`config.mk`:
```
export PLATFORM = sky130hd
export DESIGN_NAME = e1b_code_loader
export DESIGN_NICKNAME = d
export VERILOG_FILES = /design/src/rtl/e1b_code_loader.sv
export SDC_FILE = /design/constraint.sdc
export NUM_CORES = 1
export LEC_CHECK = 0
export CAP_MARGIN = 5
export CORE_MARGIN = 8
export CORE_UTILIZATION = 55
export DETAILED_ROUTE_END_ITERATION = 12
export PLACE_DENSITY = 0.85
export SETUP_SLACK_MARGIN = 0.02
export SLEW_MARGIN = 20
export SYNTH_ARGS = -nofsm -noshare
export SYNTH_HDL_FRONTEND = slang
export SYNTH_SLANG_ARGS = --single-unit
```
`constraint.sdc`:
```
create_clock -name clk -period 5 [get_ports clk]
set_input_delay 1 -clock clk [delete_from_list [all_inputs] [get_ports clk]]
set_output_delay 1 -clock clk [all_outputs]
set_load 0.1 [all_outputs]
```
`src/rtl/e1b_code_loader.sv`:
```
// Unpacks 16-bit host words into 12-bit E1B code entries and drives the code memory write port.
// Latency: one entry is registered per LOAD cycle with >= 12 buffered bits; wr/tos appear the cycle after.
// Backpressure: din_ready drops while the 32-bit accumulator cannot take another word or all words are in.
// Optional feature: define E1B_LOADER_CKSUM_EN to add the cksum port (XOR of all written entries).
module e1b_code_loader #(
  parameter int CODELEN = 4092
) (
  input  logic        clk,
  input  logic        rst,
  input  logic        start,
  input  logic [15:0] din,
  input  logic        din_valid,
  output logic        din_ready,
  output logic        wr,
  output logic [11:0] tos,
  output logic        busy,
  output logic        done,
`ifdef E1B_LOADER_CKSUM_EN
  output logic [11:0] cksum,
`endif
  output logic        err
);

  localparam logic [1:0] S_IDLE = 2'd0;
  localparam logic [1:0] S_LOAD = 2'd1;
  localparam logic [1:0] S_DONE = 2'd2;

  // Index of the final entry, and the number of host words that carry a full load.
  localparam logic [12:0] LAST_ENTRY = 13'(CODELEN - 1);
  localparam logic [12:0] NUM_WORDS  = 13'((CODELEN * 12 + 15) / 16);

  logic [1:0]  state;
  logic [12:0] cnt;
  logic [12:0] wcnt;
  logic [31:0] acc;
  logic [5:0]  bitcnt;
  logic        err_q;

  logic        emit;
  logic        last;
  logic        accept;
  logic [5:0]  bc_sh;
  logic [31:0] acc_sh;
  logic [31:0] acc_nx;
  logic [5:0]  bc_nx;

  // Unpack datapath: pop one entry if available, then append an accepted word above the remaining bits.
  always_comb begin
    emit   = (state == S_LOAD) && (bitcnt >= 6'd12) && (cnt <= LAST_ENTRY);
    last   = emit && (cnt == LAST_ENTRY);
    bc_sh  = emit ? (bitcnt - 6'd12) : bitcnt;
    acc_sh = emit ? (acc >> 12) : acc;
    // No word is taken in a restart or reset cycle, nor once every word of the load is in,
    // so the host never loses a word to a discard.
    din_ready = (state == S_LOAD) && !start && !rst && (bc_sh <= 6'd16) && (wcnt < NUM_WORDS);
    accept    = din_valid && din_ready;
    acc_nx    = accept ? (acc_sh | ({16'h0000, din} << bc_sh)) : acc_sh;
    bc_nx     = accept ? (bc_sh + 6'd16) : bc_sh;
  end

  assign busy = (state == S_LOAD);
  assign done = (state == S_DONE);
  assign err  = err_q;

  // Control FSM, counters, accumulator and registered write port.
  always_ff @(posedge clk) begin
    if (rst) begin
      state  <= S_IDLE;
      cnt    <= '0;
      wcnt   <= '0;
      acc    <= '0;
      bitcnt <= '0;
      wr     <= 1'b0;
      tos    <= '0;
      err_q  <= 1'b0;
    end else if (start) begin
      // A start inside LOAD aborts: anything in flight is dropped and flagged.
      state  <= S_LOAD;
      cnt    <= '0;
      wcnt   <= '0;
      acc    <= '0;
      bitcnt <= '0;
      wr     <= 1'b0;
      err_q  <= (state == S_LOAD);
    end else begin
      wr <= 1'b0;
      if (state == S_LOAD) begin
        wr <= emit;
        if (emit) begin
          tos <= acc[11:0];
          cnt <= cnt + 13'd1;
        end
        if (accept) begin
          wcnt <= wcnt + 13'd1;
        end
        if (last) begin
          // Final entry is written on the first DONE cycle; leftover bits are thrown away.
          state  <= S_DONE;
          acc    <= '0;
          bitcnt <= '0;
        end else begin
          acc    <= acc_nx;
          bitcnt <= bc_nx;
        end
      end
    end
  end

`ifdef E1B_LOADER_CKSUM_EN
  // Running XOR of written entries; updates together with the matching wr pulse.
  always_ff @(posedge clk) begin
    if (rst) begin
      cksum <= '0;
    end else if (start) begin
      cksum <= '0;
    end else if (emit) begin
      cksum <= cksum ^ acc[11:0];
    end
  end
`endif

endmodule

```
Word-level counts from Yosys, hierarchy flattened
Cells that the tools add are included.

Word-level logic and storage cells: 52. Output and inout port bits: 17. Flip-flop bits (word level): 80. Input port bits: 20.

Order comparisons: 4. Equal/unequal tests: 3. Reductions and logical operators: 19. Add/sub/neg operators: 4. Mux-type cells: 9. Bitwise gates (word level): 3. Shift-type cells: 1.

Operator list (count): 2-to-1 mux 32 bit (3); bitwise OR 32 bit (1); << shifter 16 x 6 -> 32 bit (1); adder 13 x 1 -> 13 bit (second input constant) (2); 2-to-1 mux 6 bit (3); equality test 13 x 12 -> 1 bit (second input constant) (1); <= comparator 13 x 12 -> 1 bit (second input constant) (1); < comparator 13 x 12 -> 1 bit (second input constant) (1); logical AND 1 bit (8); AND reduction 2 bit (4); adder 6 x 5 -> 6 bit (second input constant) (1); >= comparator 6 x 4 -> 1 bit (second input constant) (1); <= comparator 6 x 5 -> 1 bit (second input constant) (1); subtractor 6 x 4 -> 6 bit (second input constant) (1); nonzero test 2 bit (2); 2-to-1 mux 1 bit (3); AND reduction 3 bit (1); OR reduction 3 bit (1); equality test 2 x 1 -> 1 bit (second input constant) (1); equality test 2 bit (second input constant) (1); zero test 1 bit (2); inverter 1 bit (2); OR reduction 2 bit (1).

Longest topological paths before layout
Word-level depth: 10. Mapped depth: 14.

Least setup slack after synthesis
Ideal clock, no wire load.

Kind: register to output. Start point: register bitcnt[3]. End point: output port din_ready. Data arrival time: 4479 ps. Cell stages (with the launch flop): 12. Data required time: 4000 ps. Buffers on the path: 0. Setup slack: -479 ps. Cells stage by stage: dfxtp_1 -> ha_1 -> nor3_1 -> nor3_1 -> a22oi_4 -> or4_4 -> nand2_2 -> inv_1 -> ha_1 -> inv_1 -> a21oi_1 -> nor3_1.

Cells in the longest elaborated chain, start to end: 7.

Ends and longest elaborated chain: from (decl) (line 36) `logic [5:0] bitcnt;`; from (signal assigned) (line 103) `bitcnt <= bc_nx;`; >= comparator 6 x 4 -> 1 bit (line 49) `emit = (state == S_LOAD) && (bitcnt >= 6'd12) && (cnt <= LAST_ENTRY);`; logical AND 1 bit (2 in series) (line 49); 2-to-1 mux 6 bit * (line 51) `bc_sh = emit ? (bitcnt - 6'd12) : bitcnt;`; <= comparator 6 x 5 -> 1 bit * (line 55) `din_ready = (state == S_LOAD) && !start && !rst && (bc_sh <= 6'd16) && (wcnt < NUM_WORDS);`; logical AND 1 bit * (2 in series) (line 55); to (decl) (line 13) `output logic din_ready,`.

Mark *: on every way between the ends. The rest lies on a longest branch, timed or not.

Final worst setup path
Ends and elaborated chain as after synthesis.

==> results.md <==
* Status: completed
* I/O pin total at 37
* Initial Utilization at 0.559
* Async SR Flop Fraction at 0
* Reg2Reg Setup Slack at between 1 and 1.5 ns
* Max-cap violations at 0
* Slew @ Worst Pin at 0.983 ns
* CTS root buf: clkbuf_8
* Crit Path Max Fanout at 15
* Top delay family on crit path: simple AND/OR/NAND/NOR gates
* F_max at 219 MHz
* Slew Limit Fails at 0
* R2r endpoint: wcnt[9]$_SDFFE_PP0P_
* Cell variety after synth at 68
* Placed cell area at 4670 µm²
* Clock transition at the registers of the reported paths at 0.08 ns
* Gr ovfl total at 0
* WL/cell at 16.8 µm
* Sink Count at 78
* RSZ-0062 raised after global routing: false
* Iter 0 DRT Violations at 304
* Kind of critical path: flop to output pin
* Core area at 7650 µm²
* P per Cell Area at roughly 230 nW/µm²
* EDFF count, synth at 0
* Worst path slowest cell: dfxtp_2
* Seq cells post-synth at roughly 80
* Input/output buffers at 36
* Worst slew margin at 0.343
* Hold path depth at 2
* Leak at 1.62 nW
* Net count, final at 546
* DR vias/cell at slightly above 6
* R2r startpoint: bitcnt[3]$_SDFFE_PP0P_
* Min Clock Period, post-route at 4.58 ns
* Worst path max stage delay at 0.52 ns
* Die area at 10,900 µm²
* Drt pass-1 iters at 5
* Clk_lat worst skew at about 0.35 ns
* Primary FF master, synth: dfxtp_1
* Syn avg cell area at between 8 and 9 µm²
* Final instance area at approximately 4800 µm²
* R2r worst-path depth at 13
* Tcrit/Tclk final at 0.915
* Die height at approximately 100 µm
* Initial antenna violation count at 0
* Main combinational cell family by area after synthesis: simple AND/OR/NAND/NOR gates
* Htree depth at 3
* Post-synthesis cell count at 499
* Startpoint Class: flop
* Gpl congestion at between 0.9 and 1
* FILL cells at 642
* Rows at 32
* # setup viols final at 0
* Final WL at roughly 11 mm
* Clock tree buffer depth at 2
* Fin Setup TNS at 0 ns
* Die width at 104 µm
* Worst Path Required at around 4 ns
* VDD IR max at ~0.11 mV
* Vias in the first global route at approximately 3.7k
* Hold path startpoint: tos[5]$_SDFFE_PP0P_
* GRT Util Overall at 0.195
* HPWL Detailed at 7.65 mm
* Mux contribution to synthesized area at 0.0731
* Layout cells sized above 1 at 0.102
* ANT nets after route at 0
* Post-synthesis compound-gate area fraction at 0.227
* Hold Path Class: flop to flop
* Area used by multi-input combinational logic at 2560 µm²
* Cell area after synthesis at about 4300 µm²
* Crit. End Element: output pin
* Total CTS buffers at 9
* Crit-path cells: ha_1 > nor3_1 > nor2_1 > a22oi_4 > or4_4 > nand2_2 > inv_1 > ha_1 > inv_1 > a21oi_1 > nor3_2 > buf_12
* Reg area at 1560 µm²
* Fin. Hold Viols at 0
* Sequential-to-total area share from yosys stat at 0.365
* First-pass GRT wire length at 17.8 mm
* Pin count of the biggest net entering global routing at between 40 and 50
* Post-synthesis simple-gate area fraction at 0.239
* DRC viols at 0
* WHS Endpoint: tos[5]$_SDFFE_PP0P_
* Ys Warns at 0
* Worst path bufs/invs at 3
* Vias at between 3k and 4k
* Arr. time, crit path at roughly 3.6 ns
* Post-CTS Setup Bufs at 0
* Clock tree from TritonCTS: built
* Clk_skew at 0.0132 ns
* Mapped Nets at 523
* Synth Area in Adders at 0.0117
* Layout area overhead at 13.3%
* Antenna Cells at 0
* Synth Area in XOR/XNOR at 0.0447
power by group:
part,internal [mW],switching (mW)
Clock,0.181,0.230
Sequential,0.622,0.00145
Combinational,0.0304,0.0520
Total,0.833,0.283
synthesized netlist by cell type, types with 3 or more instances:
| library cell | instances | share of area |
|---|---|---|
| a211oi_1 | 4 | 0.0070 |
| a21oi_1 | 29 | 0.034 |
| a22o_1 | 4 | 0.0082 |
| a22oi_1 | 17 | 0.030 |
| a31oi_1 | 14 | 0.020 |
| and2_1 | 8 | 0.012 |
| and3_1 | 8 | 0.012 |
| buf_2 | 7 | 0.0082 |
| buf_6 | 3 | 0.0079 |
| clkbuf_1 | 16 | 0.014 |
| dfxtp_1 | 78 | 0.37 |
| ha_1 | 4 | 0.012 |
| inv_1 | 7 | 0.0061 |
| mux2i_1 | 23 | 0.054 |
| mux4_2 | 3 | 0.016 |
| nand2_1 | 74 | 0.065 |
| nand2b_1 | 4 | 0.0058 |
| nand3_1 | 15 | 0.018 |
| nand4_1 | 5 | 0.0073 |
| nor2_1 | 43 | 0.038 |
| nor2b_1 | 6 | 0.0088 |
| nor3_1 | 14 | 0.016 |
| nor4_1 | 5 | 0.0073 |
| o21ai_0 | 13 | 0.015 |
| o21ai_1 | 3 | 0.0035 |
| o22a_1 | 4 | 0.0082 |
| o22ai_1 | 8 | 0.012 |
| o31ai_1 | 8 | 0.014 |
| o41ai_2 | 5 | 0.019 |
| xnor2_1 | 12 | 0.025 |
| xor2_1 | 8 | 0.016 |
sequential cells by signal, indices dropped and copies added (netlist names):
name / flops
state: 2
wr: 1
cnt: 13
wcnt: 13
err: 1
tos: 12
bitcnt: 4
acc: 32
through the flow:
stage / power (mW) / hold slack, ns / setup WS, ns / util / instances
after floorplan: 0.681 / 0.425 / 0.358 / - / 499
after global placement: 0.717 / 0.438 / 0.672 / 0.611 / 613
after detailed placement: 0.719 / 0.438 / 0.494 / 0.611 / 613
after CTS: 1.12 / 0.458 / 0.102 / 0.633 / 629
after global routing: 1.16 / 0.479 / 0.154 / 0.634 / 629
final: 1.12 / 0.453 / 0.424 / 0.634 / 629
worst max path at each step:
| stage | from | to | slack (ns) | depth (start not counted) |
|---|---|---|---|---|
| 2_1_floorplan | bitcnt[3]$_SDFFE_PP0P_ | din_ready | 0.36 | 11 |
| 3_3_place_gp | bitcnt[3]$_SDFFE_PP0P_ | din_ready | 0.67 | 12 |
| 3_5_place_dp | bitcnt[3]$_SDFFE_PP0P_ | din_ready | 0.49 | 12 |
| 4_1_cts | bitcnt[3]$_SDFFE_PP0P_ | din_ready | 0.10 | 12 |
| 5_1_grt | bitcnt[3]$_SDFFE_PP0P_ | din_ready | 0.15 | 12 |
| 6_report | bitcnt[3]$_SDFFE_PP0P_ | din_ready | 0.42 | 12 |
worst min-delay path, delay by kind of cell (launching register included):
kind	cells	cell delay (ns)
AOI/OAI and AO/OA	1	0.05
DFF	1	0.31
and+or+nand+nor	1	0.05
per-layer routing:
layer | wire length, µm | GRT usage | share of wire
met5 | 0 | 0 | 0
met4 | 169 | 0.0807 | 0.016
met3 | 821 | 0.0520 | 0.078
met2 | 4870 | 0.305 | 0.46
met1 | 4710 | 0.248 | 0.45
kinds of logic after synthesis:
logic type / after synthesis
flip-flops: 78
adder cells (fa/ha/maj): 4
AO/OA/AOI/OAI: 129
buffers and inverters: 36
XOR/XNOR: 21
AND/OR/NAND/NOR: 204
multiplexers: 27
placed cells by master (no fill, tap or decap), drive strengths merged, types with 8 or more instances in the layout:
cell	instances
o22ai	8
xnor2	13
dfxtp	78
a31oi	14
xor2	8
and2	8
and3	8
clkdlybuf4s50	35
mux2i	23
o21ai	16
nand3	16
o31ai	10
a22oi	18
nand2	77
a21oi	30
clkbuf	11
nor3	14
nor2	44
inv	8
what timing repair did:
| action | CTS | global route |
|---|---|---|
| endpoints found under the setup margin | 0 | 1 |
| hold buffers | 0 | 0 |
| resized for setup | 0 | 2 |
cell type report:
class | instances | share of cell area
sequential | 78 | 0.322
multi-input combinational | 385 | 0.527
inverter | 7 | 0.00542
clock buffer | 11 | 0.0271
clock inverter | 5 | 0.00697
timing repair buffer | 41 | 0.0842
tap | 102 | 0.0263
(Power assumes the default switching activity.)
